**src/rtl/alarm_ctrl.sv**
```systemverilog
// Alarm controller: stores an alarm time, watches the running clock for a
// match, rings for a bounded number of cycles and supports stop/snooze.
module alarm_ctrl #(
  parameter int RING_CYCLES = 8,
  parameter int SNOOZE_MIN  = 2,
  parameter int MAX_SNOOZE  = 3
) (
  input  logic       clk,
  input  logic       rst,
  input  logic [2:0] hour,
  input  logic [3:0] min,
  input  logic [4:0] sec,
  input  logic       alarm_en,
  input  logic       set_valid,
  input  logic [2:0] set_hour,
  input  logic [3:0] set_min,
  output logic       set_ready,
  output logic       set_err,
  input  logic       stop,
  input  logic       snooze,
  output logic       ring,
  output logic [1:0] state,
  output logic [2:0] alarm_hour,
  output logic [3:0] alarm_min,
  output logic [2:0] snooze_cnt
);

  typedef enum logic [1:0] {
    S_IDLE    = 2'd0,
    S_ARMED   = 2'd1,
    S_RINGING = 2'd2,
    S_SNOOZE  = 2'd3
  } state_t;

  state_t     r_state;
  logic       r_ring;
  logic       r_set_err;
  logic [2:0] r_snooze_cnt;
  logic [2:0] r_alarm_h;
  logic [3:0] r_alarm_m;
  logic [2:0] r_tgt_h;
  logic [3:0] r_tgt_m;
  logic [7:0] r_ring_cnt;

  state_t     w_state_nxt;
  logic [2:0] w_snooze_cnt_nxt;
  logic [2:0] w_alarm_h_nxt;
  logic [3:0] w_alarm_m_nxt;
  logic [2:0] w_tgt_h_nxt;
  logic [3:0] w_tgt_m_nxt;
  logic [7:0] w_ring_cnt_nxt;
  logic       w_set_err_nxt;

  logic       w_wr;
  logic       w_wr_ok;
  logic       w_match;
  logic       w_snz_cap;
  logic [4:0] w_snz_sum;
  logic [2:0] w_snz_h;
  logic [3:0] w_snz_m;

  // Ready depends on state only so a write never waits on input timing.
  assign set_ready  = (r_state != S_RINGING);
  assign w_wr       = set_valid && set_ready;
  assign w_wr_ok    = w_wr && (set_hour <= 3'd5) && (set_min <= 4'd10);
  assign w_match    = (hour == r_tgt_h) && (min == r_tgt_m) && (sec == 5'd0);
  assign w_snz_cap  = (r_snooze_cnt >= 3'(MAX_SNOOZE));

  // Snooze target: current hour:minute plus SNOOZE_MIN with minute mod 11,
  // hour mod 6. SNOOZE_MIN <= 10 and min <= 10 so at most one wrap occurs.
  always_comb begin
    w_snz_sum = {1'b0, min} + 5'(SNOOZE_MIN);
    w_snz_h   = hour;
    w_snz_m   = w_snz_sum[3:0];
    if (w_snz_sum >= 5'd11) begin
      w_snz_m = 4'(w_snz_sum - 5'd11);
      w_snz_h = (hour >= 3'd5) ? 3'd0 : hour + 3'd1;
    end
  end

  // Next-state, counters, stored alarm time and target selection.
  always_comb begin
    w_state_nxt      = r_state;
    w_snooze_cnt_nxt = r_snooze_cnt;
    w_alarm_h_nxt    = r_alarm_h;
    w_alarm_m_nxt    = r_alarm_m;
    w_ring_cnt_nxt   = r_ring_cnt;
    w_set_err_nxt    = w_wr && !w_wr_ok;
    w_tgt_h_nxt      = r_tgt_h;
    w_tgt_m_nxt      = r_tgt_m;

    // A good write updates the alarm and abandons any snooze in progress.
    if (w_wr_ok) begin
      w_alarm_h_nxt    = set_hour;
      w_alarm_m_nxt    = set_min;
      w_snooze_cnt_nxt = 3'd0;
      if (r_state == S_SNOOZE) w_state_nxt = S_ARMED;
    end

    case (r_state)
      S_IDLE: begin
        if (alarm_en) w_state_nxt = S_ARMED;
      end
      S_ARMED: begin
        if (w_match) begin
          w_state_nxt    = S_RINGING;
          w_ring_cnt_nxt = 8'(RING_CYCLES - 1);
        end
      end
      S_SNOOZE: begin
        if (stop) begin
          w_state_nxt      = S_ARMED;
          w_snooze_cnt_nxt = 3'd0;
        end else if (w_match) begin
          // Match was evaluated against the old target, so it wins over a write.
          w_state_nxt    = S_RINGING;
          w_ring_cnt_nxt = 8'(RING_CYCLES - 1);
        end
      end
      S_RINGING: begin
        if (stop || (snooze && w_snz_cap)) begin
          w_state_nxt      = S_ARMED;
          w_snooze_cnt_nxt = 3'd0;
        end else if (snooze) begin
          w_state_nxt      = S_SNOOZE;
          w_snooze_cnt_nxt = r_snooze_cnt + 3'd1;
        end else if (r_ring_cnt == 8'd0) begin
          w_state_nxt      = S_ARMED;
          w_snooze_cnt_nxt = 3'd0;
        end else begin
          w_ring_cnt_nxt = r_ring_cnt - 8'd1;
        end
      end
      default: w_state_nxt = S_IDLE;
    endcase

    // Disarm overrides everything else.
    if (!alarm_en) begin
      w_state_nxt      = S_IDLE;
      w_snooze_cnt_nxt = 3'd0;
    end

    // Target tracks the alarm time everywhere except while snoozing.
    if (w_state_nxt == S_SNOOZE) begin
      if (r_state == S_RINGING) begin
        w_tgt_h_nxt = w_snz_h;
        w_tgt_m_nxt = w_snz_m;
      end
    end else begin
      w_tgt_h_nxt = w_alarm_h_nxt;
      w_tgt_m_nxt = w_alarm_m_nxt;
    end
  end

  // State and datapath registers with asynchronous clear.
  always_ff @(posedge clk or negedge rst) begin
    if (!rst) begin
      r_state      <= S_IDLE;
      r_ring       <= 1'b0;
      r_set_err    <= 1'b0;
      r_snooze_cnt <= 3'd0;
      r_alarm_h    <= 3'd0;
      r_alarm_m    <= 4'd0;
      r_tgt_h      <= 3'd0;
      r_tgt_m      <= 4'd0;
      r_ring_cnt   <= 8'd0;
    end else begin
      r_state      <= w_state_nxt;
      r_ring       <= (w_state_nxt == S_RINGING);
      r_set_err    <= w_set_err_nxt;
      r_snooze_cnt <= w_snooze_cnt_nxt;
      r_alarm_h    <= w_alarm_h_nxt;
      r_alarm_m    <= w_alarm_m_nxt;
      r_tgt_h      <= w_tgt_h_nxt;
      r_tgt_m      <= w_tgt_m_nxt;
      r_ring_cnt   <= w_ring_cnt_nxt;
    end
  end

  assign state      = r_state;
  assign ring       = r_ring;
  assign set_err    = r_set_err;
  assign snooze_cnt = r_snooze_cnt;
  assign alarm_hour = r_alarm_h;
  assign alarm_min  = r_alarm_m;

endmodule

```
**config.mk**
```make
export PLATFORM = sky130hd
export DESIGN_NAME = alarm_ctrl
export DESIGN_NICKNAME = d
export VERILOG_FILES = /design/src/rtl/alarm_ctrl.sv
export SDC_FILE = /design/constraint.sdc
export NUM_CORES = 1
export LEC_CHECK = 0
export BUFFER_PORTS_ARGS = -buffer_cell sky130_fd_sc_hd__buf_2
export CAP_MARGIN = 10
export CORE_UTILIZATION = 50
export CTS_BUF_LIST = sky130_fd_sc_hd__clkbuf_8
export DETAILED_ROUTE_END_ITERATION = 8
export PLACE_DENSITY = 0.75
export SYNTH_ARGS = -nofsm -noshare
export SYNTH_HDL_FRONTEND = slang
export SYNTH_SLANG_ARGS = --single-unit
export TNS_END_PERCENT = 20
```
**constraint.sdc**
```tcl
create_clock -name clk -period 3.1 [get_ports clk]
set_input_delay 0.62 -clock clk [delete_from_list [all_inputs] [get_ports clk]]
set_output_delay 0.62 -clock clk [all_outputs]
set_load 0.03 [all_outputs]
```
==> impl_metrics.yaml, run 1 <==
status:
  status: "finished, final reports clean"
worst_setup_path:
  required_ns: 3.30
  reg2regPathDepth: 6
  crit_type: "input pin to flop"
  critPathArrivalTime_ns: 2.41
  startpoint_type: "input pin"
  critPathCaptureType: "flop"
  cp_max_fo: 8
timing:
  post-route-min-period_ns: 2.21
  rsz0062_at_grt: "false"
  post-route-period-util_pct: 71.4
  fin_setup_tns_ns: 0
  slew_violations: 0
  tightest_slew_ns: 0.634
  max_freq_mhz: 452
  report.final.hold_viol_count: 0
  fin_skew_ns: 0.00192
  setup_viol_count_final: 0
  maxSlewHeadroom_pct: 57.7
synth:
  ys_seq_area_share_pct: 40.3
  yosys_warnings: 0
  syn_avg_cell_area_um2: 9.83
  ys_ff_latch: 29
  synthArstFlopShare_pct: 100
  synth_ff_type: "dfrtp_1"
  syn_inst: 183
  synth_area_um2: 1800
  synth_edf_count: 0
  synth_nets: 217
  synth.distinct_cells: 46
finish:
  fin_nets: 260
  area_delta_synth_final_pct: 17.5
  final_common_cell: "buf_2"
  final_core_util_pct: 62.3
  design_area_um2: 2110
  final_cell_mix: "buf_2 (39), dfrtp_1 (29), nor2_1 (17), a21oi_1 (16)"
  layout-drive-gt1-share_pct: 27.4
  antenna_cells: 0
  fillerInstances: 286
job:
  maxCapViolations: 0
clock_network:
  cts_tree: "yes"
  cts_hold_buf: 0
  cts_resized: 0
  cts-root-buf: "clkbuf_8"
  cts.sinks: 29
  post-cts-setup-buffers: 0
  cts_buffers: 5
  path_clk_slew_ns: 0.06
  clkLatencyLatePin_ns: 0.28
  htreeDepth: 2
  clock_path_buffers: 2
die:
  num_rows: 21
  die_w_um: 62.0
  io_pins: 40
  die_area_um2: 3840
  chipHeight_um: 62.0
  core_um2: 3390
  start_util_pct: 53.1
routing:
  avgViaCountPerCell: 5.58
  drt_iter0_markers: 76
  num_vias: 1517
  post_drt_wl_per_cell_um: 13.9
  drtAntennaViolNets: 0
  drcViolationCount: 0
  wl_um: 3790
  drt-pass1-iter-count: 4
pwr:
  power_density_nw_per_um2: 450
  ir_worst_vdd_uv: 170
  leakage_uw: 0.000981
  power_uw: 952
hold_path:
  hp-class: "input pin to asynchronous set/reset pin"
global_routing:
  grt_usage_pct: 22.6
  grt_antenna_before_repair: 0
  grt_max_degree: 30
  grt_pass1_vias: 1385
  grt_pass1_wl_um: 6130
  overflow: 0
placement:
  dpl_cell_area_um2: 2030
  place_hpwl_um: 2860
  portBuffers: 39
  place_congestion: 0.776
==> cell type report <==
cell class | instances | area (um2) | area share [%]
multi-input combinational | 137 | 988 | 46.8
sequential | 29 | 726 | 34.3
timing repair buffer | 41 | 210 | 9.95
clock buffer | 6 | 82.6 | 3.91
tap | 46 | 57.6 | 2.72
inverter | 12 | 45.0 | 2.13
clock inverter | 1 | 3.75 | 0.178
==> metal layers <==
| metal | vias up | wire length (um) | GRT usage [%] |
|---|---|---|---|
| li1 | 751 | - | - |
| met1 | 725 | 1780 | 29.5 |
| met2 | 33 | 1800 | 35.3 |
| met3 | 8 | 120 | 5.59 |
| met4 | 0 | 96 | 10.5 |
| met5 | - | 0 | 0 |
==> critical path, cell delays in order <==
cell      delay, ns
buf_2          0.15
inv_1          0.08
ha_1           0.35
a211o_1        0.30
a21boi_1       0.46
xnor2_1        0.18
nand2_1        0.07
a41oi_1        0.21
==> where the power goes <==
| part | internal [uW] | total [uW] | switching (uW) |
|---|---|---|---|
| Clock | 172 | 304 | 132 |
| Sequential | 414 | 436 | 22.3 |
| Combinational | 83.2 | 211 | 128 |
==> flip-flops by register name (all words and copies together), names as in the netlist <==
name / cells
r_tgt_h: 3
r_ring_cnt: 8
alarm_hour: 3
r_tgt_m: 4
snooze_cnt: 3
set_err: 1
alarm_min: 4
ring: 1
state: 2
==> cell usage after synthesis, types with 2 or more instances <==
master / number / area share, %
nor2_1: 17 / 3.5
buf_2: 2 / 0.56
mux2_2: 7 / 4.4
nand4_1: 4 / 1.4
o21ai_0: 5 / 1.4
ha_1: 9 / 6.3
o22a_1: 2 / 0.97
xnor2_1: 2 / 0.97
inv_1: 11 / 2.3
a21oi_1: 16 / 4.5
a21o_1: 2 / 0.83
buf_6: 2 / 1.3
nor3_1: 8 / 2.2
o211ai_1: 3 / 1.3
a41oi_1: 2 / 0.97
a31oi_1: 6 / 2.1
and3_1: 3 / 1.0
nand2_1: 9 / 1.9
xor2_1: 12 / 5.8
o22ai_1: 2 / 0.70
o2bb2ai_1: 3 / 1.5
nand3_1: 4 / 1.1
dfrtp_1: 29 / 40
==> final timing paths <==
kind,from,to,slack (ns)
max in group asynchronous,rst,r_tgt_m[1],2.33
min,rst,alarm_min[0],0.36
min reg2reg,r_ring_cnt[0],r_ring_cnt[0],0.51
min in group clk,r_ring_cnt[0],r_ring_cnt[0],0.51
max,min[1],r_tgt_m[0],0.89
max reg2reg,state[1],r_tgt_m[0],0.92
==> logic make-up (layout without fill, tap and decap cells) <==
logic type	Yosys count	after routing	synth area share (%)
adders and majority gates	9	9	6.26
muxes	8	8	4.94
xor gates and xnor gates	14	14	6.82
DFF	29	29	40.3
and+or+nand+nor	57	57	17.2
AOI/OAI and AO/OA	49	49	19.8
buffers and inverters	17	60	4.73
==> stage by stage <==
stage	setup slack (ns)	hold WS, ns	cells
detailed placement	0.572	0.503	265
finish	0.888	0.361	272
global route	0.762	0.410	272
global placement	0.617	0.487	265
floorplan	0.951	0.324	183
CTS	0.891	0.376	272
(Power assumes the default switching activity.)
==> run 2, diff against run 1 <==
PLACE_DENSITY = 0.77   (was 0.75)
clock period = 2 ns   (was 3.1 ns; I/O delays follow)
==> impl_metrics.yaml, run 2 (same netlist as run 1, synthesis figures left out) <==
finish:
  largest_reg_flops: 8
  fillerInstances: 264
  final_cell_mix: "buf_2 (39), dfrtp_1 (27), buf_4 (19), nor2_1 (17), a21oi_1 (16)"
  regArea_um2: 728
  layout-drive-gt1-share_pct: 35.9
  fin_nets: 279
  antenna_cells: 0
  area_delta_synth_final_pct: 30.8
  max_flop_register: "r_ring_cnt"
  final_common_cell: "buf_2"
  multi_input_area_um2: 1040
routing:
  drcViolationCount: 0
  wl_um: 4120
  num_vias: 1590
  avgViaCountPerCell: 5.46
  post_drt_wl_per_cell_um: 14.2
  drtAntennaViolNets: 0
  drt-pass1-iter-count: 4
  drt_iter0_markers: 57
timing:
  tightest_slew_ns: 0.648
  post-route-period-util_pct: 96.0
  fin_setup_tns_ns: 0
  max_freq_mhz: 521
  slew_violations: 0
  report.final.hold_viol_count: 0
  post-route-min-period_ns: 1.92
  fin_skew_ns: 0.00579
  setup_viol_count_final: 0
  maxSlewHeadroom_pct: 56.8
die:
  chipHeight_um: 62.0
  io_pins: 40
  die_area_um2: 3840
  num_rows: 21
  die_w_um: 62.0
  core_um2: 3390
  start_util_pct: 53.1
job:
  maxCapViolations: 0
pwr:
  sw_frac_of_total_pct: 28.6
  internal_power_uw: 1150
  p_sw_uw: 460
  pwr-share-seq_pct: 41.9
  ir_worst_vdd_uv: 419
  power_uw: 1610
  power_density_nw_per_um2: 683
  p_comb_share_pct: 21.9
  leakage_uw: 0.00109
  pwr-share-clk_pct: 36.3
worst_setup_path:
  required_ns: 2.20
  reg2regPathDepth: 8
  rr_endpoint: "r_tgt_h[2]"
  critical_path.startpoint: "snooze_cnt[0]"
  r2r_start: "snooze_cnt[0]"
  critPathTopFamily: "compound AO/OA/AOI/OAI gates"
  crit_chain: "ha_2 -> ha_4 -> nor4b_4 -> nand3_2 -> o2bb2ai_4 -> buf_12 -> a21oi_1 -> a41oi_1"
  cp_max_fo: 8
  ff2ff_setup_slack_ns: 0.08
  crit_type: "flop to flop"
  critPathArrivalTime_ns: 2.12
  critPathMaxStageDelay_ns: 0.41
  startpoint_type: "flop"
  critPathCaptureType: "flop"
  cpMaxStageDelayCell: "dfrtp_2"
  critPathBufInv: 1
placement:
  place_congestion: 0.808
  place_hpwl_um: 2950
  portBuffers: 39
global_routing:
  grt_usage_pct: 22.5
  overflow: 0
  grt_max_degree: 30
  grt_antenna_before_repair: 0
  grt_pass1_wl_um: 6120
  grt_pass1_vias: 1448
clock_network:
  cts.sinks: 29
  cts_tree: "yes"
  htreeDepth: 2
  path_clk_slew_ns: 0.06
  cts-root-buf: "clkbuf_8"
  cts_buffers: 5
  clock_path_buffers: 2
  clkLatencyLatePin_ns: 0.29
  cts_hold_buf: 0
hold_path:
  hp-class: "input pin to asynchronous set/reset pin"
status:
  status: "finished, final reports clean"
-- run 2: cell count changes in the layout (fill, tap and decap cells not counted), sizes merged --
cell / delta
buf: +18
inv: -1
bufinv: +1
clkinv: +1
-- run 2: timing repair --
action | in CTS | in global routing
resized for setup | 0 | 6
buffers inserted | 0 | 2
endpoints found under the setup margin | 0 | 7
-- run 2: power by group through the flow --
stage	logic, uW	registers [uW]	clock network [uW]
finish	352	673	583
global route	384	679	623
CTS	350	672	603
detailed placement	349	682	0
global placement	343	682	0
floorplan	163	736	0
-- run 2: how the worst max path moves through the flow --
stage / cells past startpoint / slack (ns) / endpoint
after CTS: 8 / 0.02 / r_tgt_h[2]
after global placement: 7 / -0.03 / r_ring_cnt[0]
final: 8 / 0.08 / r_tgt_h[2]
after floorplan: 8 / 0.03 / r_tgt_m[3]
after detailed placement: 7 / -0.08 / r_ring_cnt[0]
after global routing: 8 / -0.03 / r_tgt_h[2]
-- run 2: cell type report --
type / count / share of cell area [%]
clock inverter: 2 / 1.49
clock buffer: 5 / 2.92
tap: 46 / 2.45
timing repair buffer: 60 / 16.3
multi-input combinational: 137 / 44.0
inverter: 12 / 1.91
sequential: 29 / 30.9
-- run 2: stage by stage --
step | hold WS (ns) | setup slack, ns | cell area, um2 | util (%) | std cells
after floorplan | 0.104 | 0.0268 | 1810 | - | 183
after global placement | 0.457 | -0.0346 | 2170 | 64.0 | 281
after detailed placement | 0.461 | -0.0767 | 2170 | 64.0 | 281
after CTS | 0.143 | 0.0219 | 2270 | 67.0 | 288
after global routing | 0.180 | -0.0284 | 2350 | 69.4 | 291
final | 0.132 | 0.0805 | 2350 | 69.4 | 291
-- run 2: layer usage --
metal  vias up  global-route usage [%]  routed length [um]
li1        799                       -                   -
met1       753                    27.3                1870
met2        34                    38.0                2020
met3         4                    7.04                 185
met4         0                    7.62                  42
met5         -                       0                   0
